==> config.mk <==
export PLATFORM = sky130hd
export DESIGN_NAME = decimal_entry
export DESIGN_NICKNAME = d
export VERILOG_FILES = /design/src/rtl/decimal_entry_pkg.sv /design/src/rtl/decimal_entry_bcd_mac10.sv /design/src/rtl/decimal_entry.sv
export SDC_FILE = /design/constraint.sdc
export NUM_CORES = 1
export LEC_CHECK = 0
export ABC_AREA = 1
export ABC_CLOCK_PERIOD_IN_PS = 6940
export CELL_PAD_IN_SITES_DETAIL_PLACEMENT = 1
export CELL_PAD_IN_SITES_GLOBAL_PLACEMENT = 1
export CORE_AREA = 2 2 156 158
export DETAILED_ROUTE_END_ITERATION = 12
export DIE_AREA = 0 0 158 160
export GPL_ROUTABILITY_DRIVEN = 0
export PLACE_DENSITY = 0.58
export SKIP_CTS_REPAIR_TIMING = 1
export SLEW_MARGIN = 20
export SYNTH_ARGS = -nofsm -noshare
export SYNTH_HDL_FRONTEND = slang
export SYNTH_SLANG_ARGS = --single-unit
==> constraint.sdc <==
create_clock -name clock -period 6.94 [get_ports clock]
set_input_delay 1.388 -clock clock [delete_from_list [all_inputs] [get_ports clock]]
set_output_delay 1.388 -clock clock [all_outputs]
set_load 0.01 [all_outputs]
==> src/rtl/decimal_entry_pkg.sv <==
// Shared state encoding, saturation limits and conversion helper for decimal_entry.
// Define DECIMAL_ENTRY_SIGN_EN for signed entry; otherwise the result is unsigned.
package decimal_entry_pkg;

    localparam int unsigned ACC_W   = 35;
    localparam logic [31:0] POS_MAX = 32'h7FFF_FFFF;
    localparam logic [31:0] NEG_MAX = 32'h8000_0000;
    localparam logic [31:0] UNS_MAX = 32'hFFFF_FFFF;

`ifdef DECIMAL_ENTRY_SIGN_EN
    localparam bit SIGN_EN = 1'b1;
`else
    localparam bit SIGN_EN = 1'b0;
`endif

    typedef enum logic [1:0] {
        ENTRY,
        CONV,
        DONE
    } state_t;

    typedef struct packed {
        logic        overflow;
        logic [31:0] value;
    } result_t;

    // Magnitude 2^31 with a minus sign is representable, so only larger magnitudes saturate.
    function automatic result_t convert(input logic [ACC_W-1:0] mag, input logic sign);
        result_t r;
        r.overflow = 1'b0;
        r.value    = mag[31:0];
        if (SIGN_EN && sign) begin
            if (mag > ACC_W'(NEG_MAX)) begin
                r.overflow = 1'b1;
                r.value    = NEG_MAX;
            end else begin
                r.value = -mag[31:0];
            end
        end else if (SIGN_EN) begin
            if (mag > ACC_W'(POS_MAX)) begin
                r.overflow = 1'b1;
                r.value    = POS_MAX;
            end
        end else if (mag > ACC_W'(UNS_MAX)) begin
            r.overflow = 1'b1;
            r.value    = UNS_MAX;
        end
        return r;
    endfunction

endpackage

==> src/rtl/decimal_entry_bcd_mac10.sv <==
// Combinational multiply-by-ten-and-add for decimal digit accumulation.
module bcd_mac10 #(
    parameter int unsigned W = 35
) (
    input  logic [W-1:0] acc,
    input  logic [3:0]   digit,
    output logic [W-1:0] result
);

    always_comb begin
        result = (acc << 3) + (acc << 1) + {{(W-4){1'b0}}, digit};
    end

endmodule

==> src/rtl/decimal_entry.sv <==
// Keypad decimal entry: accumulates BCD digits and converts to a saturated 32-bit result.
// Signed entry (neg_key, negative saturation) is enabled by DECIMAL_ENTRY_SIGN_EN.
module decimal_entry
    import decimal_entry_pkg::*;
#(
    parameter int unsigned MAX_DIGITS = 10
) (
    input  logic        clock,
    input  logic        reset_n,
    input  logic [3:0]  digit,
    input  logic        digit_valid,
    output logic        digit_ready,
    input  logic        neg_key,
    input  logic        enter,
    input  logic        clear,
    output logic [31:0] value,
    output logic        value_valid,
    output logic        overflow,
    output logic        neg,
    output logic [3:0]  digit_count
);

    state_t           state;
    state_t           state_next;
    logic [ACC_W-1:0] acc;
    logic [ACC_W-1:0] acc_mac;
    logic             neg_q;
    logic             accept;
    result_t          conv;

    bcd_mac10 #(.W(ACC_W)) u_mac (
        .acc    (acc),
        .digit  (digit),
        .result (acc_mac)
    );

    assign conv   = convert(acc, neg_q);
    assign accept = digit_valid && digit_ready && (digit <= 4'd9);
    assign neg    = neg_q;

    always_ff @(posedge clock or negedge reset_n) begin
        if (!reset_n) begin
            state <= ENTRY;
        end else begin
            state <= state_next;
        end
    end

    always_comb begin
        state_next  = state;
        digit_ready = 1'b0;
        case (state)
            ENTRY: begin
                digit_ready = 32'(digit_count) < MAX_DIGITS;
                if (enter) state_next = CONV;
            end
            CONV:    state_next = DONE;
            DONE:    state_next = ENTRY;
            default: state_next = ENTRY;
        endcase
        if (clear) state_next = ENTRY;
    end

    // value_valid is registered on DONE exit, giving the two-cycle enter-to-valid latency.
    always_ff @(posedge clock or negedge reset_n) begin
        if (!reset_n) begin
            acc         <= '0;
            digit_count <= '0;
            neg_q       <= 1'b0;
            value       <= '0;
            overflow    <= 1'b0;
            value_valid <= 1'b0;
        end else begin
            value_valid <= 1'b0;
            if (clear) begin
                acc         <= '0;
                digit_count <= '0;
                neg_q       <= 1'b0;
            end else begin
                case (state)
                    ENTRY: begin
                        if (accept) begin
                            acc         <= acc_mac;
                            digit_count <= digit_count + 4'd1;
                        end
                        if (SIGN_EN && neg_key) neg_q <= ~neg_q;
                    end
                    CONV: begin
                        value    <= conv.value;
                        overflow <= conv.overflow;
                        if (acc == '0) neg_q <= 1'b0;
                    end
                    DONE: begin
                        value_valid <= 1'b1;
                        acc         <= '0;
                        digit_count <= '0;
                        neg_q       <= 1'b0;
                    end
                    default: ;
                endcase
            end
        end
    end

endmodule

-- Word level (Yosys, flattened, before mapping)
Cells that the tools add are included.
- logic and storage cells: 44
- output and inout bits: 40
- register bits: 76
- bits of input ports: 10
- multiplexer cells: 16
- reduce and logical (&&, ||, !) cells: 9
- equal/unequal tests: 5
- bitwise logic cells: 1
- add/sub/neg operators: 3
- $lt $le $gt $ge: 3
- operators by type and width (kind ; count):
    2-to-1 mux 35 bit ; 2
    one-hot mux 35 bit (2 select lines) ; 1
    adder 35 bit ; 1
    adder 35 x 4 -> 35 bit ; 1
    greater-than comparator 35 x 32 -> 1 bit, second input constant ; 1
    logical NOT 35 bit ; 1
    2-to-1 mux 33 bit ; 1
    != test 3 bit, second input constant ; 3
    2-to-1 mux 4 bit ; 2
    one-hot mux 4 bit (2 select lines) ; 1
    AND reduction 2 bit ; 3
    nonzero test 3 bit ; 2
    2-to-1 mux 1 bit ; 5
    adder 4 x 1 -> 4 bit, second input constant ; 1
    less-or-equal comparator 4 bit, second input constant ; 1
    < comparator 4 bit, second input constant ; 1
    2-to-1 mux 2 bit ; 2
    one-hot mux 2 bit (2 select lines) ; 1
    equality test 2 x 1 -> 1 bit, second input constant ; 1
    equality test 2 bit, second input constant ; 1
    logical AND 1 bit ; 2
    logical NOT 2 bit ; 1
    one-hot mux 1 bit (2 select lines) ; 1
    NOT 1 bit ; 1

-- Depth between registers and ports, before layout
Gate-level depths: netlist (run 1).
- word-level depth: 7
- mapped depth: 15
- gate-level depth less buffers: 15

-- Modules after synthesis
A second synthesis (run 1) with hierarchy kept.
- cell total of the unflattened synthesis: 904
- area total of the unflattened synthesis: 6020.8 µm²
- by module, submodules not included (module ; sequential area each (µm²) ; area each (µm²) ; instances ; cells each):
    decimal_entry ; 1876.8 ; 3105.5 ; 1 ; 342
    bcd_mac10 ; 0.0 ; 2915.3 ; 1 ; 562

-- Worst setup path before layout (run 1)
No wires, ideal clock.
- path kind: input to register
- start point: in digit[3]
- end point: reg acc[34]
- stages: 14
- library setup time: 0.117 ns
- arrival: 3.166 ns
- slack: 3.657 ns
- cell sequence: inv_1 -> fa_1 -> inv_1 -> fa_1 -> nand2_2 -> nand2_1 -> nand3_1 -> nand2_1 -> nand2_1 -> nand2_2 -> nand2_1 -> nand3_1 -> nand3_1 -> nand2_1
- longest elaborated chain between the ends: 4
- elaborated cells on any way between the ends: 8
- RTL lines (what ; line ; source):
    start: declaration ; decimal_entry.sv:10 ; input logic [3:0] digit,
    adder 35 x 4 -> 35 bit / less-or-equal comparator 4 bit (equally long branches) ; decimal_entry_bcd_mac10.sv:11, decimal_entry.sv:38 ;
    2-to-1 mux 35 bit / logical AND 1 bit (equally long branches) ; decimal_entry.sv:82, decimal_entry.sv:38 ;
    one-hot mux 35 bit (2 select lines) / != test 3 bit (equally long branches) ; n/a ;
    2-to-1 mux 35 bit / AND reduction 2 bit (equally long branches) ; n/a ;
    end signal: assignment ; decimal_entry.sv:83 ; acc <= acc_mac;
    end: declaration ; decimal_entry.sv:25 ; logic [ACC_W-1:0] acc;
Several ways; a longest one is shown, not always the timed one. The select of a mux whose other input is x is not followed.
A chain may end at the register's enable or synchronous reset.

-- Worst setup path after layout (run 1)
- start point: in digit[3]
- end point: reg acc[21]
Same word-level chain as after synthesis.

==> impl_metrics.ini, run 1 <==
[logic_synthesis]
yosysWarnings = 0
synthAdderAreaFrac = 0.146
syn_area_um2 = 5840
synth_simple_gate_area_frac = 0.327
synth_xor_area_frac = 0.0120
synthArstFlopShare = 1.00
synth_edf_count = 0
synth_area_leaders = dfrtp_1 32%, nand2_1 22%, ha_1 14%, inv_1 9.9%, nand3_1 4.5%
synthCells = 871
syn-num-nets = 948
yosysSeqAreaShare = 0.321
synth_compound_area_frac = 0.0765
synth_area_leader_cell = dfrtp_1
synth_flop_cell = dfrtp_1
yosysUniqueCellTypes = 32
syn_area_per_cell_um2 = 6.71
synthMuxAreaShare = 0
synth_top_area_share = 0.321
synth_top_family_by_area = simple AND/OR/NAND/NOR gates
synth-seq-cells = 75

[power]
leakagePower_nw = 3.95
powerDensity_nw_per_um2 = 164
ir_worst_vdd_mv = 0.103

[finish]
area_growth_pct = 20.7
fillers = 3018
layout_common_cells = 342 x nand2_1, 154 x inv_1, 75 x dfrtp_1
insertedDiodeCount = 0
nNetsFinal = 993
layout_commonest_cell = nand2_1
drive_above_1_share = 0.0413
area.sequential_um2 = 1880
multi_input_area_um2 = 3300

[run]
maxCapViolations = 0

[placement]
dp_slack_ps = 2720
dpl.hpwl_um = 14100
portBuffers = 47

[timing]
slew_violations = 0
hold_viol = 0
worst_slack_ps = 3070
finalCritPeriodShare = 0.557
fmax_ghz = 0.259
grt_setup_unrepaired = no
relSlewSlack = 0.378
fin_tns_setup_ps = 0
fin_skew_ps = 14.8
setup_viol = 0
worst_pin_slew_ps = 930
period_minus_slack_ps = 3870

[worst_setup_path]
crit-reg2reg-launch = acc[0]
crit_start = digit[3]
worst_setup_path_end_kind = register
r2r_cells = 12
r2r_slack_ps = 4230
crit_path_start_kind = input port
worst-path-max-fanout = 4
r2r-end = acc[21]
crit_type = in -> reg
cp.required_ps = 7210
cp_data_arrival_time_ps = 4130

[drt]
postRouteAntennaNets = 0
drtIter0Drc = 229
drc_errors = 0
via_count = 5346
vias_per_cell = 4.30
first_pass_iters = 4
wl_per_cell_um = 14.3
wirelength_um = 17800

[cts]
clk_latency_ps = 350
h-tree-depth = 3
clk_pin_slew_ps = 60
cts_made_buffers = 9
cts_tree = yes
clock_path_buffers = 2
ctsRootBufferMaster = clkbuf_16
cts.sinks = 75

[global_route]
grt_pass1_wl_um = 29900
grt_pass1_vias = 5680
grt_start_max_net_pins = 76
grt-ovfl-total = 0
antenna_found_initial = 0
grtUsageTotal = 0.150

[hold_path]
min-delay-start = overflow
holdPathEnd = overflow
hold_path_class = reg -> reg
holdPathStages = 2

[floorplanning]
row_count = 57
floorplan.die.height_um = 160
dieArea_um2 = 25300
dieWidth_um = 158
start_util = 0.245
pin_count = 50
coreArea_um2 = 23800

[status]
outcome = complete, no violations
synthesized netlist by cell type (all sizes together), types with 2 or more instances:
cell type	instances
a21oi	23
buf	11
clkbuf	5
dfrtp	75
fa	2
ha	65
inv	159
nand2	348
nand3	52
nand3b	2
nand4	4
nor2	57
nor3	7
o211ai	19
o21ai	11
o21bai	3
o22ai	14
or2	2
xnor2	6
xor2	2
per-layer routing:
layer	up-vias	global-route usage	wire length, um
met2	52	0.233	7810
li1	2792	-	-
met1	2492	0.224	9370
met4	0	0.0332	166
met5	-	0	0
met3	10	0.0163	444
state kept, by name, summed over array words and instances (netlist names):
name	count
value	32
acc	35
overflow	1
state	2
value_valid	1
digit_count	4
how the worst max path moves through the flow:
| stage | endpoint | depth (start not counted) |
|---|---|---|
| after floorplan | acc[34] | 14 |
| after global placement | acc[21] | 14 |
| after detailed placement | acc[21] | 13 |
| after CTS | acc[21] | 13 |
| after global routing | acc[21] | 14 |
| final | acc[21] | 13 |
per-stage QoR:
stage | area [um^2] | utilization | power (mW) | hold slack, ps | instances
2_1_floorplan | 5840 | - | 0.524 | 454 | 871
3_3_place_gp | 6660 | 0.280 | 0.574 | 465 | 1228
3_5_place_dp | 6660 | 0.280 | 0.575 | 467 | 1228
4_1_cts | 7020 | 0.295 | 1.17 | 484 | 1243
5_1_grt | 7050 | 0.296 | 1.20 | 519 | 1244
6_report | 7050 | 0.296 | 1.16 | 476 | 1244
cell families after synthesis:
group	Yosys count
AO/OA/AOI/OAI	72
XOR/XNOR	8
adder cells (fa/ha/maj)	67
buffers and inverters	175
flip-flops	75
other	1
AND/OR/NAND/NOR	473
area by class of cell:
| type | count | area share |
|---|---|---|
| clock inverter | 6 | 0.0195 |
| inverter | 159 | 0.0846 |
| multi-input combinational | 621 | 0.468 |
| sequential | 75 | 0.266 |
| tap | 324 | 0.0575 |
| clock buffer | 9 | 0.0319 |
| timing repair buffer | 50 | 0.0724 |
worst max-delay path: stages:
cell and delay, ps:
clkdlybuf4s50_1 470, inv_1 60, fa_1 530, inv_1 70
ha_1 310, nand2_1 70, a21oi_1 370, nand3_1 130
nand3_1 210, nand2_1 110, nand3b_1 110, nand3_1 170
nand2_1 130
report_power, final:
part           total [mW]  switching, mW  internal [mW]  leakage (nW)
Combinational       0.110         0.0668         0.0428          2.73
Sequential          0.457        0.00846          0.448          1.04
Clock               0.592          0.203          0.388         0.176
Power figures use the tool's default switching activity.
==> inputs of run 2 (changes only) <==
- ABC_CLOCK_PERIOD_IN_PS: 6940 -> 3900
- clock period: 6.94 -> 3.9 ns (I/O delays scaled with it)
==> impl_metrics.ini, run 2 (synthesis results as in run 1) <==
[global_route]
met3_usage = 0.0160
grt_pass1_vias = 5774
antenna_found_initial = 0
grt_pass1_wl_um = 29900
grtUsageTotal = 0.151
grt.met1_usage = 0.222
grt_start_max_net_pins = 76
grt-ovfl-total = 0
busiest_layer = met2
grtUsageMet2 = 0.235

[floorplanning]
dieArea_um2 = 25300
coreArea_um2 = 23800
pin_count = 50
floorplan.die.height_um = 160
start_util = 0.245
row_count = 57
dieWidth_um = 158

[finish]
area_growth_pct = 20.1
reg.largest.list = acc (35), value (32), digit_count (4)
nNetsFinal = 994
largest_register = acc
insertedDiodeCount = 0
utilization = 0.294
drive_above_1_share = 0.0434
layout_commonest_cell = nand2_1
largest_reg_flops = 35
layout_common_cells = 342 x nand2_1, 154 x inv_1, 75 x dfrtp_1

[drt]
drc_errors = 0
via_count = 5381
wirelength_um = 17800
drtIter0Drc = 205
postRouteAntennaNets = 0
vias_per_cell = 4.32
wl_per_cell_um = 14.3
first_pass_iters = 4

[timing]
worst_pin_slew_ps = 882
setup_viol = 0
period_minus_slack_ps = 3220
relSlewSlack = 0.412
fin_tns_setup_ps = 0
hold_viol = 0
fmax_ghz = 0.311
slew_violations = 0
fin_skew_ps = 11.4
grt_setup_unrepaired = no
finalCritPeriodShare = 0.825

[hold_path]
hold_path_class = in -> async

[run]
maxCapViolations = 0

[power]
ir_worst_vdd_mv = 0.192
powerDensity_nw_per_um2 = 279
finalPower_mw = 1.96
leakagePower_nw = 3.94

[worst_setup_path]
r2r-end = acc[21]
cp.required_ps = 4120
crit_path_start_kind = input port
worst-path-max-fanout = 4
r2r_cells = 13
crit-reg2reg-launch = acc[0]
crit_type = in -> reg
cp_data_arrival_time_ps = 3440
worst_setup_path_end_kind = register
r2r_slack_ps = 1240

[placement]
dpl.hpwl_um = 14200
portBuffers = 47

[cts]
cts_tree = yes
ctsRootBufferMaster = clkbuf_16
cts.sinks = 75
clock_path_buffers = 2
cts_made_buffers = 9
clk_pin_slew_ps = 70
h-tree-depth = 3
clk_latency_ps = 350

[status]
outcome = complete, no violations
-- run 2: how the worst max path moves through the flow --
stage | to | cells past startpoint | slack (ps) | startpoint
global route | acc[21] | 14 | 450 | digit[3]
CTS | acc[21] | 14 | 660 | digit[3]
finish | acc[21] | 14 | 680 | digit[3]
detailed placement | acc[21] | 14 | 300 | digit[3]
floorplan | acc[34] | 14 | 1220 | digit[3]
global placement | acc[21] | 14 | 360 | digit[3]
-- run 2: metrics by stage --
step	worst slack, ps	cells	hold slack [ps]	instance area [um^2]
floorplan	1220	871	454	5840
global placement	355	1230	466	6680
detailed placement	304	1230	470	6680
CTS	663	1246	488	7010
global route	445	1246	517	7010
finish	681	1246	471	7010
-- run 2: layout make-up --
type                    count  area [um^2]
clock inverters             6         87.6
multi-input cells         621         3290
repair buffers             51          514
flip-flops and latches     75         1880
clock buffers              10          239
well taps                 324          405
inverters                 159          597
fillers                  2995        16800
-- run 2: critical path: stages --
cell             delay [ps]
clkdlybuf4s50_1         470
inv_1                    60
fa_1                    530
inv_1                    70
ha_1                    300
nand2_1                  70
a21oi_1                 390
nand3_1                 120
nand3_1                 210
nand2_1                 110
nand2_1                  70
nand2_1                  40
nand3_1                 140
nand2_1                  70
-- run 2: layer usage --
| metal | wire length (um) | vias to the layer above |
|---|---|---|
| met3 | 451 | 11 |
| li1 | - | 2804 |
| met1 | 9480 | 2514 |
| met5 | 0 | - |
| met4 | 195 | 0 |
| met2 | 7690 | 52 |
-- run 2: report_power, final --
part | internal [mW] | leakage [nW] | switching [mW]
Clock | 0.580 | 0.163 | 0.372
Combinational | 0.0761 | 2.73 | 0.117
Sequential | 0.798 | 1.04 | 0.0146
==> inputs of run 3 (changes only) <==
- ABC_CLOCK_PERIOD_IN_PS: 3900 -> 2800
- PLACE_DENSITY: 0.58 -> 0.6
- clock period: 3.9 -> 2.8 ns (I/O delays scaled with it)
==> impl_metrics.ini, run 3 (synthesis results as in run 1) <==
[finish]
reg.largest.list = acc (35), value (32), digit_count (4)
insertedDiodeCount = 0
final_cells = 1264
drive_above_1_share = 0.0798
largest_reg_flops = 35
nNetsFinal = 1013
layout_common_cells = 333 x nand2_1, 154 x inv_1, 75 x dfrtp_1
layout_commonest_cell = nand2_1
area_growth_pct = 24.1
design_area_um2 = 7250
largest_register = acc

[timing]
fin_skew_ps = 9.11
hold_viol = 0
worst_slack_ps = 172
finalCritPeriodShare = 0.939
fmax_ghz = 0.381
relSlewSlack = 0.408
setup_viol = 0
slew_violations = 0
timing.hold.ws_ps = 231
period_minus_slack_ps = 2630
worst_pin_slew_ps = 888

[drt]
vias_per_cell = 4.38
wl_per_cell_um = 14.1
drc_errors = 0
first_pass_iters = 4
postRouteAntennaNets = 0
wirelength_um = 17800
via_count = 5542
drtIter0Drc = 228

[global_route]
grt_start_max_net_pins = 76
grt-ovfl-total = 0
grtUsageTotal = 0.149
grt_pass1_wl_um = 29900
grt_pass1_vias = 5747
antenna_found_initial = 0

[floorplanning]
dieWidth_um = 158
floorplan.die.height_um = 160
start_util = 0.245
row_count = 57
coreArea_um2 = 23800
dieArea_um2 = 25300
pin_count = 50

[run]
maxCapViolations = 0

[cts]
h-tree-depth = 3
ctsRootBufferMaster = clkbuf_16
clock_path_buffers = 2
cts.sinks = 75
cts_made_buffers = 9
clk_latency_ps = 340
clk_pin_slew_ps = 60
cts_tree = yes

[power]
ir_worst_vdd_mv = 0.220
powerDensity_nw_per_um2 = 382
leakagePower_nw = 4.07

[worst_setup_path]
crit-reg2reg-launch = acc[23]
cp.required_ps = 3020
r2r_slack_ps = 480
crit_type = in -> reg
worst_setup_path_end_kind = register
crit_path_start_kind = input port
worst-path-max-fanout = 3
r2r-end = acc[30]
cp_data_arrival_time_ps = 2850
r2r_cells = 11

[placement]
portBuffers = 47
place_area_um2 = 6820
dp.cells = 1246
dp_slack_ps = -355
dpl.hpwl_um = 14200

[status]
outcome = complete, no violations

[hold_path]
hold_path_class = in -> async
run 3: stage by stage:
| stage | total power, mW | TNS, ps | utilization |
|---|---|---|---|
| 6_report | 2.77 | 0 | 0.304 |
| 5_1_grt | 2.88 | -3.58 | 0.304 |
| 4_1_cts | 2.81 | 0 | 0.300 |
| 3_5_place_dp | 1.44 | -6840 | 0.286 |
| 3_3_place_gp | 1.44 | -5950 | 0.286 |
| 2_1_floorplan | 1.30 | 0 | - |
run 3: worst max-delay path, stage by stage:
cell and delay, ps:
clkdlybuf4s50_1 470, inv_1 60, fa_1 520, inv_1 70, ha_1 320, nand2_1 90
nand2_1 80, nand3_1 80, nand2_1 70, nand2_1 100, nand2_2 90, buf_4 150
nor2_1 100, o22ai_2 80
run 3: metal layers:
metal	global-route usage	vias up	part of all wire
met5	0	-	0
met2	0.240	53	0.45
met3	0.0125	12	0.021
met4	0.0356	0	0.011
li1	-	2842	-
met1	0.216	2635	0.52
run 3: report_power, final:
group          internal [mW]  leakage, nW  switching [mW]
Combinational          0.116         2.87           0.169
Clock                  0.869        0.166           0.480
Sequential              1.11         1.04          0.0205
run 3: worst max-delay path by stage:
stage               startpoint      end
finish                digit[3]  acc[15]
global route          digit[3]  acc[24]
CTS                   digit[3]  acc[34]
detailed placement    digit[3]  acc[34]
global placement      digit[3]  acc[34]
floorplan             digit[3]  acc[34]
run 3: area by class of cell:
| class | instances | area, um^2 |
|---|---|---|
| Tap cell | 324 | 405 |
| Multi-Input combinational cell | 621 | 3370 |
| Timing Repair Buffer | 70 | 666 |
| Inverter | 159 | 597 |
| Sequential cell | 75 | 1880 |
| Clock buffer | 9 | 225 |
| Clock inverter | 6 | 113 |
| Fill cell | 3024 | 16600 |
